<file path="src/rtl/alpharetz_operand_fetch_if.sv">
// Operand-fetch stage bundle: decode handshake, regfile read ports, writeback
// snoop, execute handshake and stage control.
interface alpharetz_operand_fetch_if #(
    parameter int CPU_DATA_WIDTH = 32,
    parameter int REG_ADDR_WIDTH = 5
);
    logic                      clk_en;
    logic                      sys_en;
    logic                      flush;
    logic                      in_valid;
    logic                      in_ready;
    logic [REG_ADDR_WIDTH-1:0] in_rs1;
    logic [REG_ADDR_WIDTH-1:0] in_rs2;
    logic                      in_rs1_use;
    logic                      in_rs2_use;
    logic [REG_ADDR_WIDTH-1:0] in_rd;
    logic                      in_rd_wr;
    logic                      rd_en_a;
    logic [REG_ADDR_WIDTH-1:0] rd_addr_a;
    logic [CPU_DATA_WIDTH-1:0] rd_data_a;
    logic                      rd_en_b;
    logic [REG_ADDR_WIDTH-1:0] rd_addr_b;
    logic [CPU_DATA_WIDTH-1:0] rd_data_b;
    logic                      wb_en;
    logic [REG_ADDR_WIDTH-1:0] wb_addr;
    logic [CPU_DATA_WIDTH-1:0] wb_data;
    logic                      out_valid;
    logic                      out_ready;
    logic [CPU_DATA_WIDTH-1:0] out_op_a;
    logic [CPU_DATA_WIDTH-1:0] out_op_b;
    logic [REG_ADDR_WIDTH-1:0] out_rd;
    logic                      out_rd_wr;
    logic [15:0]               stall_count;

    modport slave (
        input  clk_en, sys_en, flush,
        input  in_valid, in_rs1, in_rs2, in_rs1_use, in_rs2_use, in_rd, in_rd_wr,
        output in_ready,
        output rd_en_a, rd_addr_a, rd_en_b, rd_addr_b,
        input  rd_data_a, rd_data_b,
        input  wb_en, wb_addr, wb_data,
        output out_valid, out_op_a, out_op_b, out_rd, out_rd_wr,
        input  out_ready,
        output stall_count
    );

    modport master (
        output clk_en, sys_en, flush,
        output in_valid, in_rs1, in_rs2, in_rs1_use, in_rs2_use, in_rd, in_rd_wr,
        input  in_ready,
        input  rd_en_a, rd_addr_a, rd_en_b, rd_addr_b,
        output rd_data_a, rd_data_b,
        output wb_en, wb_addr, wb_data,
        input  out_valid, out_op_a, out_op_b, out_rd, out_rd_wr,
        output out_ready,
        input  stall_count
    );
endinterface

</file>
<file path="src/rtl/alpharetz_operand_fetch.sv">
// Operand fetch stage: scoreboard hazard check, writeback bypass and a single
// output holding register toward execute.
module alpharetz_operand_fetch #(
    parameter int CPU_DATA_WIDTH = 32,
    parameter int REG_ADDR_WIDTH = 5,
    parameter int CPU_REG_COUNT  = 32
) (
    input  logic                       clk,
    input  logic                       async_rst_n,
    alpharetz_operand_fetch_if.slave   bus
);
    // state    | meaning
    // ST_EMPTY | no instruction held for execute
    // ST_HELD  | operands held, out_valid asserted
    typedef enum logic {ST_EMPTY, ST_HELD} state_t;

    state_t                    state_q, state_d;
    logic [CPU_REG_COUNT-1:0]  busy, busy_d;
    logic [CPU_DATA_WIDTH-1:0] op_a_q, op_b_q;
    logic [REG_ADDR_WIDTH-1:0] rd_q;
    logic                      rd_wr_q;
    logic [15:0]               stall_q;

    logic adv, hazard, accept, out_valid;
    logic haz_rs1, haz_rs2, haz_rd;
    logic [CPU_DATA_WIDTH-1:0] op_a_d, op_b_d;

    function automatic logic is_busy(input logic [CPU_REG_COUNT-1:0]  v,
                                     input logic [REG_ADDR_WIDTH-1:0] a);
        is_busy = (32'(a) < CPU_REG_COUNT) ? v[a] : 1'b0;
    endfunction

    function automatic logic [CPU_DATA_WIDTH-1:0] pick_operand(
        input logic                      use_src,
        input logic [REG_ADDR_WIDTH-1:0] addr,
        input logic [CPU_DATA_WIDTH-1:0] rf_data,
        input logic                      wb_en,
        input logic [REG_ADDR_WIDTH-1:0] wb_addr,
        input logic [CPU_DATA_WIDTH-1:0] wb_data
    );
        if (!use_src || addr == '0)
            pick_operand = '0;
        else if (wb_en && wb_addr == addr)
            pick_operand = wb_data;
        else
            pick_operand = rf_data;
    endfunction

    assign adv       = bus.clk_en && bus.sys_en;
    assign out_valid = (state_q == ST_HELD);

    // A writeback landing this cycle resolves the hazard through the bypass.
    assign haz_rs1 = bus.in_rs1_use && is_busy(busy, bus.in_rs1)
                     && !(bus.wb_en && bus.wb_addr == bus.in_rs1);
    assign haz_rs2 = bus.in_rs2_use && is_busy(busy, bus.in_rs2)
                     && !(bus.wb_en && bus.wb_addr == bus.in_rs2);
    assign haz_rd  = bus.in_rd_wr && is_busy(busy, bus.in_rd)
                     && !(bus.wb_en && bus.wb_addr == bus.in_rd);
    assign hazard  = haz_rs1 || haz_rs2 || haz_rd;

    assign bus.in_ready = adv && !bus.flush && !hazard && (!out_valid || bus.out_ready);
    assign accept       = bus.in_valid && bus.in_ready;

    assign bus.rd_en_a   = bus.in_rs1_use;
    assign bus.rd_addr_a = bus.in_rs1;
    assign bus.rd_en_b   = bus.in_rs2_use;
    assign bus.rd_addr_b = bus.in_rs2;

    assign op_a_d = pick_operand(bus.in_rs1_use, bus.in_rs1, bus.rd_data_a,
                                 bus.wb_en, bus.wb_addr, bus.wb_data);
    assign op_b_d = pick_operand(bus.in_rs2_use, bus.in_rs2, bus.rd_data_b,
                                 bus.wb_en, bus.wb_addr, bus.wb_data);

    always_ff @(posedge clk or negedge async_rst_n) begin
        if (!async_rst_n) begin
            state_q <= ST_EMPTY;
            busy    <= '0;
        end else begin
            state_q <= state_d;
            busy    <= busy_d;
        end
    end

    // Clears are applied before the set so a same-cycle set wins.
    always_comb begin
        state_d = state_q;
        busy_d  = busy;
        if (adv) begin
            if (bus.wb_en && bus.wb_addr != '0)
                busy_d[bus.wb_addr] = 1'b0;
            if (bus.flush) begin
                if (out_valid && rd_wr_q)
                    busy_d[rd_q] = 1'b0;
                state_d = ST_EMPTY;
            end else if (accept) begin
                if (bus.in_rd_wr && bus.in_rd != '0)
                    busy_d[bus.in_rd] = 1'b1;
                state_d = ST_HELD;
            end else if (out_valid && bus.out_ready) begin
                state_d = ST_EMPTY;
            end
        end
        busy_d[0] = 1'b0;
    end

    always_ff @(posedge clk or negedge async_rst_n) begin
        if (!async_rst_n) begin
            op_a_q  <= '0;
            op_b_q  <= '0;
            rd_q    <= '0;
            rd_wr_q <= 1'b0;
        end else if (accept) begin
            op_a_q  <= op_a_d;
            op_b_q  <= op_b_d;
            rd_q    <= bus.in_rd;
            rd_wr_q <= bus.in_rd_wr;
        end
    end

    always_ff @(posedge clk or negedge async_rst_n) begin
        if (!async_rst_n)
            stall_q <= '0;
        else if (adv && bus.in_valid && hazard && stall_q != 16'hFFFF)
            stall_q <= stall_q + 16'd1;
    end

    assign bus.out_valid   = out_valid;
    assign bus.out_op_a    = op_a_q;
    assign bus.out_op_b    = op_b_q;
    assign bus.out_rd      = rd_q;
    assign bus.out_rd_wr   = rd_wr_q;
    assign bus.stall_count = stall_q;
endmodule
</file>
<file path="src/flat_wrapper.sv">
// flat-port wrapper written by rule: the top's interface ports become plain ports
module alpharetz_operand_fetch_flat 
#(
    parameter int CPU_DATA_WIDTH = 32,
    parameter int REG_ADDR_WIDTH = 5,
    parameter int CPU_REG_COUNT  = 32
)
  (clk, async_rst_n, bus_clk_en, bus_sys_en, bus_flush, bus_in_valid, bus_in_rs1, bus_in_rs2, bus_in_rs1_use, bus_in_rs2_use, bus_in_rd, bus_in_rd_wr, bus_in_ready, bus_rd_en_a, bus_rd_addr_a, bus_rd_en_b, bus_rd_addr_b, bus_rd_data_a, bus_rd_data_b, bus_wb_en, bus_wb_addr, bus_wb_data, bus_out_valid, bus_out_op_a, bus_out_op_b, bus_out_rd, bus_out_rd_wr, bus_out_ready, bus_stall_count);
  alpharetz_operand_fetch_if #(.CPU_DATA_WIDTH(CPU_DATA_WIDTH), .REG_ADDR_WIDTH(REG_ADDR_WIDTH)) bus_i ();
  input  logic clk;
  input  logic async_rst_n;
  input wire logic [$bits(bus_i.clk_en)-1:0] bus_clk_en;
  input wire logic [$bits(bus_i.sys_en)-1:0] bus_sys_en;
  input wire logic [$bits(bus_i.flush)-1:0] bus_flush;
  input wire logic [$bits(bus_i.in_valid)-1:0] bus_in_valid;
  input wire logic [$bits(bus_i.in_rs1)-1:0] bus_in_rs1;
  input wire logic [$bits(bus_i.in_rs2)-1:0] bus_in_rs2;
  input wire logic [$bits(bus_i.in_rs1_use)-1:0] bus_in_rs1_use;
  input wire logic [$bits(bus_i.in_rs2_use)-1:0] bus_in_rs2_use;
  input wire logic [$bits(bus_i.in_rd)-1:0] bus_in_rd;
  input wire logic [$bits(bus_i.in_rd_wr)-1:0] bus_in_rd_wr;
  output wire logic [$bits(bus_i.in_ready)-1:0] bus_in_ready;
  output wire logic [$bits(bus_i.rd_en_a)-1:0] bus_rd_en_a;
  output wire logic [$bits(bus_i.rd_addr_a)-1:0] bus_rd_addr_a;
  output wire logic [$bits(bus_i.rd_en_b)-1:0] bus_rd_en_b;
  output wire logic [$bits(bus_i.rd_addr_b)-1:0] bus_rd_addr_b;
  input wire logic [$bits(bus_i.rd_data_a)-1:0] bus_rd_data_a;
  input wire logic [$bits(bus_i.rd_data_b)-1:0] bus_rd_data_b;
  input wire logic [$bits(bus_i.wb_en)-1:0] bus_wb_en;
  input wire logic [$bits(bus_i.wb_addr)-1:0] bus_wb_addr;
  input wire logic [$bits(bus_i.wb_data)-1:0] bus_wb_data;
  output wire logic [$bits(bus_i.out_valid)-1:0] bus_out_valid;
  output wire logic [$bits(bus_i.out_op_a)-1:0] bus_out_op_a;
  output wire logic [$bits(bus_i.out_op_b)-1:0] bus_out_op_b;
  output wire logic [$bits(bus_i.out_rd)-1:0] bus_out_rd;
  output wire logic [$bits(bus_i.out_rd_wr)-1:0] bus_out_rd_wr;
  input wire logic [$bits(bus_i.out_ready)-1:0] bus_out_ready;
  output wire logic [$bits(bus_i.stall_count)-1:0] bus_stall_count;
  assign bus_i.clk_en = bus_clk_en;
  assign bus_i.sys_en = bus_sys_en;
  assign bus_i.flush = bus_flush;
  assign bus_i.in_valid = bus_in_valid;
  assign bus_i.in_rs1 = bus_in_rs1;
  assign bus_i.in_rs2 = bus_in_rs2;
  assign bus_i.in_rs1_use = bus_in_rs1_use;
  assign bus_i.in_rs2_use = bus_in_rs2_use;
  assign bus_i.in_rd = bus_in_rd;
  assign bus_i.in_rd_wr = bus_in_rd_wr;
  assign bus_in_ready = bus_i.in_ready;
  assign bus_rd_en_a = bus_i.rd_en_a;
  assign bus_rd_addr_a = bus_i.rd_addr_a;
  assign bus_rd_en_b = bus_i.rd_en_b;
  assign bus_rd_addr_b = bus_i.rd_addr_b;
  assign bus_i.rd_data_a = bus_rd_data_a;
  assign bus_i.rd_data_b = bus_rd_data_b;
  assign bus_i.wb_en = bus_wb_en;
  assign bus_i.wb_addr = bus_wb_addr;
  assign bus_i.wb_data = bus_wb_data;
  assign bus_out_valid = bus_i.out_valid;
  assign bus_out_op_a = bus_i.out_op_a;
  assign bus_out_op_b = bus_i.out_op_b;
  assign bus_out_rd = bus_i.out_rd;
  assign bus_out_rd_wr = bus_i.out_rd_wr;
  assign bus_i.out_ready = bus_out_ready;
  assign bus_stall_count = bus_i.stall_count;
  alpharetz_operand_fetch #(.CPU_DATA_WIDTH(CPU_DATA_WIDTH), .REG_ADDR_WIDTH(REG_ADDR_WIDTH), .CPU_REG_COUNT(CPU_REG_COUNT)) u_core (.clk(clk), .async_rst_n(async_rst_n), .bus(bus_i));
endmodule
</file>
<file path="config.mk">
export PLATFORM = sky130hd
export DESIGN_NAME = alpharetz_operand_fetch_flat
export DESIGN_NICKNAME = d
export VERILOG_FILES = /design/src/rtl/alpharetz_operand_fetch_if.sv /design/src/rtl/alpharetz_operand_fetch.sv /design/src/flat_wrapper.sv
export SDC_FILE = /design/constraint.sdc
export NUM_CORES = 1
export LEC_CHECK = 0
export CAP_MARGIN = 20
export CORE_ASPECT_RATIO = 1.75
export CORE_MARGIN = 3
export CORE_UTILIZATION = 30
export DETAILED_ROUTE_END_ITERATION = 6
export GPL_ROUTABILITY_DRIVEN = 0
export MAX_ROUTING_LAYER = met4
export PLACE_DENSITY_LB_ADDON = 0.08
export SLEW_MARGIN = 20
export SYNTH_ARGS = -nofsm -noshare
export SYNTH_HDL_FRONTEND = slang
export SYNTH_SLANG_ARGS = --single-unit
</file>
<file path="constraint.sdc">
create_clock -name clk -period 4.9 [get_ports clk]
set_clock_uncertainty 0.2 [all_clocks]
set_input_delay 0.98 -clock clk [delete_from_list [all_inputs] [get_ports clk]]
set_output_delay 0.98 -clock clk [all_outputs]
set_load 0.03 [all_outputs]
</file>
==> impl_metrics.toml, run 1 <==
[min_path]
hold_path_class = "register to register"
min_delay_path_depth = 2

[global_route]
grt_pass1_wl_um = 44200
first_global_vias = 7515
grt_max_degree = 133
grt.overflow.total = 0
track_usage = 0.225
antenna_found_initial = 0

[synthesis]
synth_area_leaders = "sky130_fd_sc_hd__dfrtp_1, sky130_fd_sc_hd__mux2i_1, sky130_fd_sc_hd__o31ai_1"
synth_cell_type_count = 59
synth_top_cell_by_area = "sky130_fd_sc_hd__dfrtp_1"
post_synth_instance_area_um2 = 7390
yosys_warnings = 0
synth_nets = 914
synthesis.area_per_instance_um2 = 9.41
ys_ff_latch = 118
synthArstFlopShare = 1.00
netlist.area_leader.share = 0.399
number_of_flops_mapped_to_enable_cells_by_yosys = 0
synth.yosys.seq_area_share = 0.399
syn_inst = 786
synth-main-ff-cell = "sky130_fd_sc_hd__dfrtp_1"

[timing]
setup_viol = 0
layout_min_cycle_time_ps = 4790
post-route-period-util = 0.978
finalHoldViolCount = 0
max_freq_mhz = 209
setup_tns_ps = 0
worst_slew_margin_rel = 0.427
tightest_slew_ps = 856
finalMaxSlewViolations = 0
setup_repair_after_global_routing_missed_its_margin = "false"

[placed_design]
port_buffer_cells = 226
detailedPlacementHpwl_um = 22000
placedCellCount = 1279

[clocking]
cts-root-to-sink-buffers = 2
cts-hold-fix-buffers = 0
cts-buffers-inserted = 17
htree_num_levels = 4
post_cts_buffers = 0
clk-insertion-delay-late_ps = 430
cts_tree = "yes"
clock_sink_count = 118
cts-root-buf = "sky130_fd_sc_hd__clkbuf_16"
clock_transition_at_the_register_clock_pins_on_the_worst_setup_and_hold_paths_after_cts_ps = 50
cts-resized-gates = 0

[floorplan]
core_region_area_um2 = 24100
floorplan.die_area_um2 = 26600
fp.dieH_um = 214
initial_utilization = 0.307
standard_cell_rows = 75
floorplan.die.width_um = 125
io_pins = 227

[worst_setup_path]
path_class = "input pin to output port"
worstPathCellList = "clkdlybuf4s50_1 > mux4_2 > mux2_2 > a221o_1 > nand4_1 > o211ai_1 > a2111oi_2 > buf_4"
critical_path.slowest_cell = "sky130_fd_sc_hd__clkdlybuf4s50_1"
timing.reg2reg.worst_path_depth = 9
crit_required_ps = 3720
crit_arrival_ps = 3610
worstPathBufferInverterCount = 2
cp.depth = 8
start_kind = "input pin"
cp_max_fo = 4
critical-path-top-delay-family = "buffers and inverters"
max_stage_delay_ps = 610
endpoint_kind = "output port"

[route]
route.final.wire_length_um = 29000
drt_pre_antenna_iters = 7
drt.antenna.violating_nets = 0
detail_route.vias_per_cell = 5.38
wire_per_inst_um = 22.1
drt_drc_violations_left = 1
num_vias = 7050
first_iter_violations = 417

[layout]
post_route_cells_drive_above_1_share = 0.105
mostFrequentLayoutCells = "sky130_fd_sc_hd__clkdlybuf4s50_1, sky130_fd_sc_hd__dfrtp_1, sky130_fd_sc_hd__nand2_1, sky130_fd_sc_hd__mux2i_1, sky130_fd_sc_hd__o31ai_1"
antenna_cells = 0
fin_nets = 1118
layout-area-overhead-vs-synth_pct = 43.3
finish.cell_count_without_fillers = 1311
most_common_cell_after_layout_fill_and_taps_aside = "sky130_fd_sc_hd__clkdlybuf4s50_1"

[job]
max_cap_violations = 0

[status]
violations_in_the_final_reports = "DRC"
outcome = "finished, violations left"

[power]
maximum_vdd_drop_v = 0.000221
total_leakage_power_nw = 4.06
p_per_area_nw_per_um2 = 334
==> registers in the layout (all words and copies together) (netlist names) <==
name,cells
u_core.bus.out_valid,1
u_core.bus.out_op_b,32
u_core.busy,31
u_core.bus.out_rd_wr,1
u_core.bus.out_op_a,32
u_core.bus.stall_count,16
u_core.bus.out_rd,5
==> worst register-to-register path, cell delays in order, from the launching register on <==
cell	delay, ps
sky130_fd_sc_hd__dfrtp_1	450
sky130_fd_sc_hd__mux4_2	490
sky130_fd_sc_hd__mux2_2	270
sky130_fd_sc_hd__a221o_1	290
sky130_fd_sc_hd__nand4_1	170
sky130_fd_sc_hd__buf_4	160
sky130_fd_sc_hd__o2111ai_4	110
sky130_fd_sc_hd__buf_4	200
sky130_fd_sc_hd__or4_1	640
sky130_fd_sc_hd__o21ai_0	230
==> cell type report <==
cell class                      count  area (µm²)
Clock buffer                       21         460
Clock inverter                     11         126
Timing Repair Buffer              261        2560
Tap cell                          308         385
Inverter                           13        48.8
Multi-Input combinational cell    579        4060
Sequential cell                   118        2950
Fill cell                        2401       13500
==> metrics by stage <==
stage               utilization  area [µm²]  hold slack [ps]  setup WS (ps)  total power [mW]
floorplan                     -        7400              300           61.2              1.77
CTS                       0.439       10600              277           24.6              3.58
global placement          0.415       10000              259           32.4              2.32
detailed placement        0.415       10000              265           30.4              2.32
global route              0.439       10600              301           2.48              3.71
finish                    0.439       10600              272            109              3.53
==> layer usage <==
| layer | vias to the layer above | track usage | wire, µm |
|---|---|---|---|
| met2 | 333 | 0.392 | 15000 |
| met1 | 3335 | 0.220 | 10100 |
| met3 | 92 | 0.0678 | 2060 |
| met4 | 0 | 0.139 | 1920 |
| li1 | 3290 | - | - |
| met5 | - | - | 0 |
==> Yosys cell counts, types with 4 or more instances <==
library cell,instances
sky130_fd_sc_hd__buf_2,12
sky130_fd_sc_hd__clkbuf_1,47
sky130_fd_sc_hd__nand2_1,97
sky130_fd_sc_hd__or3_1,6
sky130_fd_sc_hd__nor3_1,8
sky130_fd_sc_hd__or3b_2,4
sky130_fd_sc_hd__and3_1,10
sky130_fd_sc_hd__a211oi_1,4
sky130_fd_sc_hd__xnor2_1,22
sky130_fd_sc_hd__dfrtp_1,118
sky130_fd_sc_hd__mux4_2,14
sky130_fd_sc_hd__xor2_1,8
sky130_fd_sc_hd__o22ai_1,4
sky130_fd_sc_hd__nor3b_1,5
sky130_fd_sc_hd__nand3b_1,10
sky130_fd_sc_hd__nand4_1,9
sky130_fd_sc_hd__nand3_1,19
sky130_fd_sc_hd__nor2b_1,4
sky130_fd_sc_hd__a22oi_1,7
sky130_fd_sc_hd__nor2_1,39
sky130_fd_sc_hd__o221ai_1,8
sky130_fd_sc_hd__buf_4,13
sky130_fd_sc_hd__o31ai_1,69
sky130_fd_sc_hd__inv_1,13
sky130_fd_sc_hd__mux2_2,11
sky130_fd_sc_hd__a21oi_1,27
sky130_fd_sc_hd__mux2i_1,82
sky130_fd_sc_hd__o21ai_0,68
==> cells by family after synthesis <==
kind of cell | Yosys count | synth area share
XOR/XNOR | 30 | 0.0355
flip-flops | 118 | 0.399
adder cells (fa/ha/maj) | 1 | 0.00169
AND/OR/NAND/NOR | 230 | 0.151
multiplexers | 107 | 0.170
buffers and inverters | 89 | 0.0550
AO/OA/AOI/OAI | 211 | 0.187
==> path summary, 6_finish.rpt <==
check	startpoint	end	slack (ps)
max in group asynchronous	async_rst_n	u_core.bus.out_op_a[13]	3260
worst min-delay path	u_core.bus.out_op_b[26]	u_core.bus.out_op_b[26]	270
worst max-delay path	bus_in_rs2[0]	bus_in_ready	110
worst max register to register	u_core.busy[15]	u_core.busy[14]	1600
min in group asynchronous	async_rst_n	u_core.bus.out_op_a[2]	370
worst min register to register	u_core.bus.out_op_b[26]	u_core.bus.out_op_b[26]	270
==> where the power goes <==
group / internal [mW] / switching (mW)
clock: 0.774 / 0.466
combinational: 0.459 / 0.609
sequential: 1.10 / 0.124
total: 2.34 / 1.20
Power figures use the tool's default switching activity.
==> inputs of run 2 (changes only) <==
--- a/config.mk
+++ b/config.mk
@@ -9,6 +9,7 @@
 export CORE_ASPECT_RATIO = 1.75
 export CORE_MARGIN = 3
 export CORE_UTILIZATION = 30
+export CTS_BUF_LIST = sky130_fd_sc_hd__clkbuf_4 sky130_fd_sc_hd__clkbuf_8
 export DETAILED_ROUTE_END_ITERATION = 6
 export GPL_ROUTABILITY_DRIVEN = 0
 export MAX_ROUTING_LAYER = met4
==> run 2 against run 1 <==
Cell area shrank 1.7%. Worst hold slack improved by 3.8 ps. Largest cell class unchanged. Die area unchanged. Global-route usage hardly changed. Total power shrank 9.4%. Highest routed layer unchanged. Clock-buffer cell count unchanged. Clock power is 27% lower. The flow now finishes without violations. Flip-flop and latch count is the same. Cell count stayed put. Setup slack got worse by 5.8 ps. Register-to-register slack barely moved.
==> impl_metrics.toml, run 2 (synthesis gave the netlist of run 1 again) <==
[timing]
tightest_slew_ps = 894
layout_min_cycle_time_ps = 4800
post-route-period-util = 0.979
worst_slew_margin_rel = 0.401
setup_repair_after_global_routing_missed_its_margin = "false"
finalMaxSlewViolations = 0
setup_tns_ps = 0
max_freq_mhz = 208
finalHoldViolCount = 0
setup_viol = 0

[route]
drt_pre_antenna_iters = 5
first_iter_violations = 405
num_vias = 7012
detail_route.vias_per_cell = 5.35
drt.antenna.violating_nets = 0
wire_per_inst_um = 22.1
route.final.wire_length_um = 29000
drt_drc_violations_left = 0

[layout]
layout-area-overhead-vs-synth_pct = 40.8
post_route_cells_drive_above_1_share = 0.107
layout.core_utilization = 0.432
mostFrequentLayoutCells = "sky130_fd_sc_hd__clkdlybuf4s50_1, sky130_fd_sc_hd__dfrtp_1, sky130_fd_sc_hd__nand2_1, sky130_fd_sc_hd__mux2i_1, sky130_fd_sc_hd__o31ai_1"
most_common_cell_after_layout_fill_and_taps_aside = "sky130_fd_sc_hd__clkdlybuf4s50_1"
fin_nets = 1118
final_area_um2 = 10400
antenna_cells = 0

[worst_setup_path]
start_kind = "input pin"
endpoint_kind = "output port"
crit-reg2reg-launch = "u_core.busy[15]"
timing.reg2reg.worst_path_depth = 9
crit_required_ps = 3720
path_class = "input pin to output port"
rr_endpoint = "u_core.busy[14]"
cp_max_fo = 4
crit_arrival_ps = 3620
setup_slack_of_the_most_critical_reg_to_reg_path_ps = 1610

[global_route]
grt_max_degree = 133
antenna_found_initial = 0
grt.overflow.total = 0
first_global_vias = 7500
grt_pass1_wl_um = 44100
track_usage = 0.225

[floorplan]
io_pins = 227
fp.dieH_um = 214
floorplan.die_area_um2 = 26600
core_region_area_um2 = 24100
floorplan.die.width_um = 125
initial_utilization = 0.307
standard_cell_rows = 75

[min_path]
hold_path_class = "register to register"
min_delay_path_depth = 2
hp-start = "u_core.bus.out_op_b[26]"
worst_hold_path.endpoint = "u_core.bus.out_op_b[26]"

[clocking]
cts-buffers-inserted = 17
cts-root-buf = "sky130_fd_sc_hd__clkbuf_8"
clock_sink_count = 118
cts-root-to-sink-buffers = 2
clk-insertion-delay-late_ps = 450
cts-resized-gates = 0
post_cts_buffers = 0
clock_transition_at_the_register_clock_pins_on_the_worst_setup_and_hold_paths_after_cts_ps = 70
cts-hold-fix-buffers = 0
htree_num_levels = 4
cts_tree = "yes"

[placed_design]
placement.cell_area_um2 = 10000
detailedPlacementHpwl_um = 22000
port_buffer_cells = 226

[job]
max_cap_violations = 0

[status]
outcome = "completed"

[power]
p_per_area_nw_per_um2 = 308
total_leakage_power_nw = 3.98
maximum_vdd_drop_v = 0.000182
run 2: critical path: stages:
cell and delay (ps):
sky130_fd_sc_hd__clkdlybuf4s50_1 610, sky130_fd_sc_hd__mux4_2 530, sky130_fd_sc_hd__mux2_2 270, sky130_fd_sc_hd__a221o_1 290
sky130_fd_sc_hd__nand4_1 170, sky130_fd_sc_hd__o211ai_1 190, sky130_fd_sc_hd__a2111oi_2 330, sky130_fd_sc_hd__buf_4 230
run 2: worst max-delay path by stage:
stage              endpoint  cells past startpoint  slack (ps)          start
4_1_cts        bus_in_ready                      8          20  bus_in_rs1[0]
3_3_place_gp   bus_in_ready                      8          30  bus_in_rs1[0]
2_1_floorplan  bus_in_ready                      8          60   bus_in_rd[1]
6_report       bus_in_ready                      8         100  bus_in_rs2[0]
3_5_place_dp   bus_in_ready                      8          30  bus_in_rs1[0]
5_1_grt        bus_in_ready                      8           2  bus_in_rs2[0]
run 2: final cells by class:
type	count	area [µm²]
Multi-Input combinational cell	579	4060
Tap cell	308	385
Sequential cell	118	2950
Inverter	13	48.8
Clock inverter	11	126
Clock buffer	21	277
Fill cell	2417	13700
Timing Repair Buffer	261	2560
run 2: power breakdown:
| part | total (mW) | switching, mW | internal (mW) | leakage, nW |
|---|---|---|---|---|
| combinational | 1.07 | 0.611 | 0.459 | 2.20 |
| clock | 0.909 | 0.420 | 0.490 | 0.195 |
| sequential | 1.23 | 0.123 | 1.10 | 1.58 |
run 2: stage by stage:
stage	setup slack, ps	total power [mW]	hold slack (ps)	instances
detailed placement	30.4	2.32	265	1279
finish	103	3.20	276	1311
global placement	32.4	2.32	259	1279
global route	2.48	3.37	306	1311
floorplan	61.2	1.77	300	786
CTS	24.6	3.26	281	1311
run 2: metal layers:
| metal | vias up | GRT usage | wire [µm] |
|---|---|---|---|
| li1 | 3293 | - | - |
| met1 | 3312 | 0.221 | 10200 |
| met2 | 322 | 0.393 | 15000 |
| met3 | 85 | 0.0668 | 1940 |
| met4 | 0 | 0.135 | 1800 |
| met5 | - | - | 0 |
==> inputs of run 3 (changes only) <==
--- a/config.mk
+++ b/config.mk
@@ -5,7 +5,6 @@
 export SDC_FILE = /design/constraint.sdc
 export NUM_CORES = 1
 export LEC_CHECK = 0
-export CAP_MARGIN = 20
 export CORE_ASPECT_RATIO = 1.75
 export CORE_MARGIN = 3
 export CORE_UTILIZATION = 30
==> results of run 3 <==
The final DEF is identical to that of run 2; final timing and power are the same.
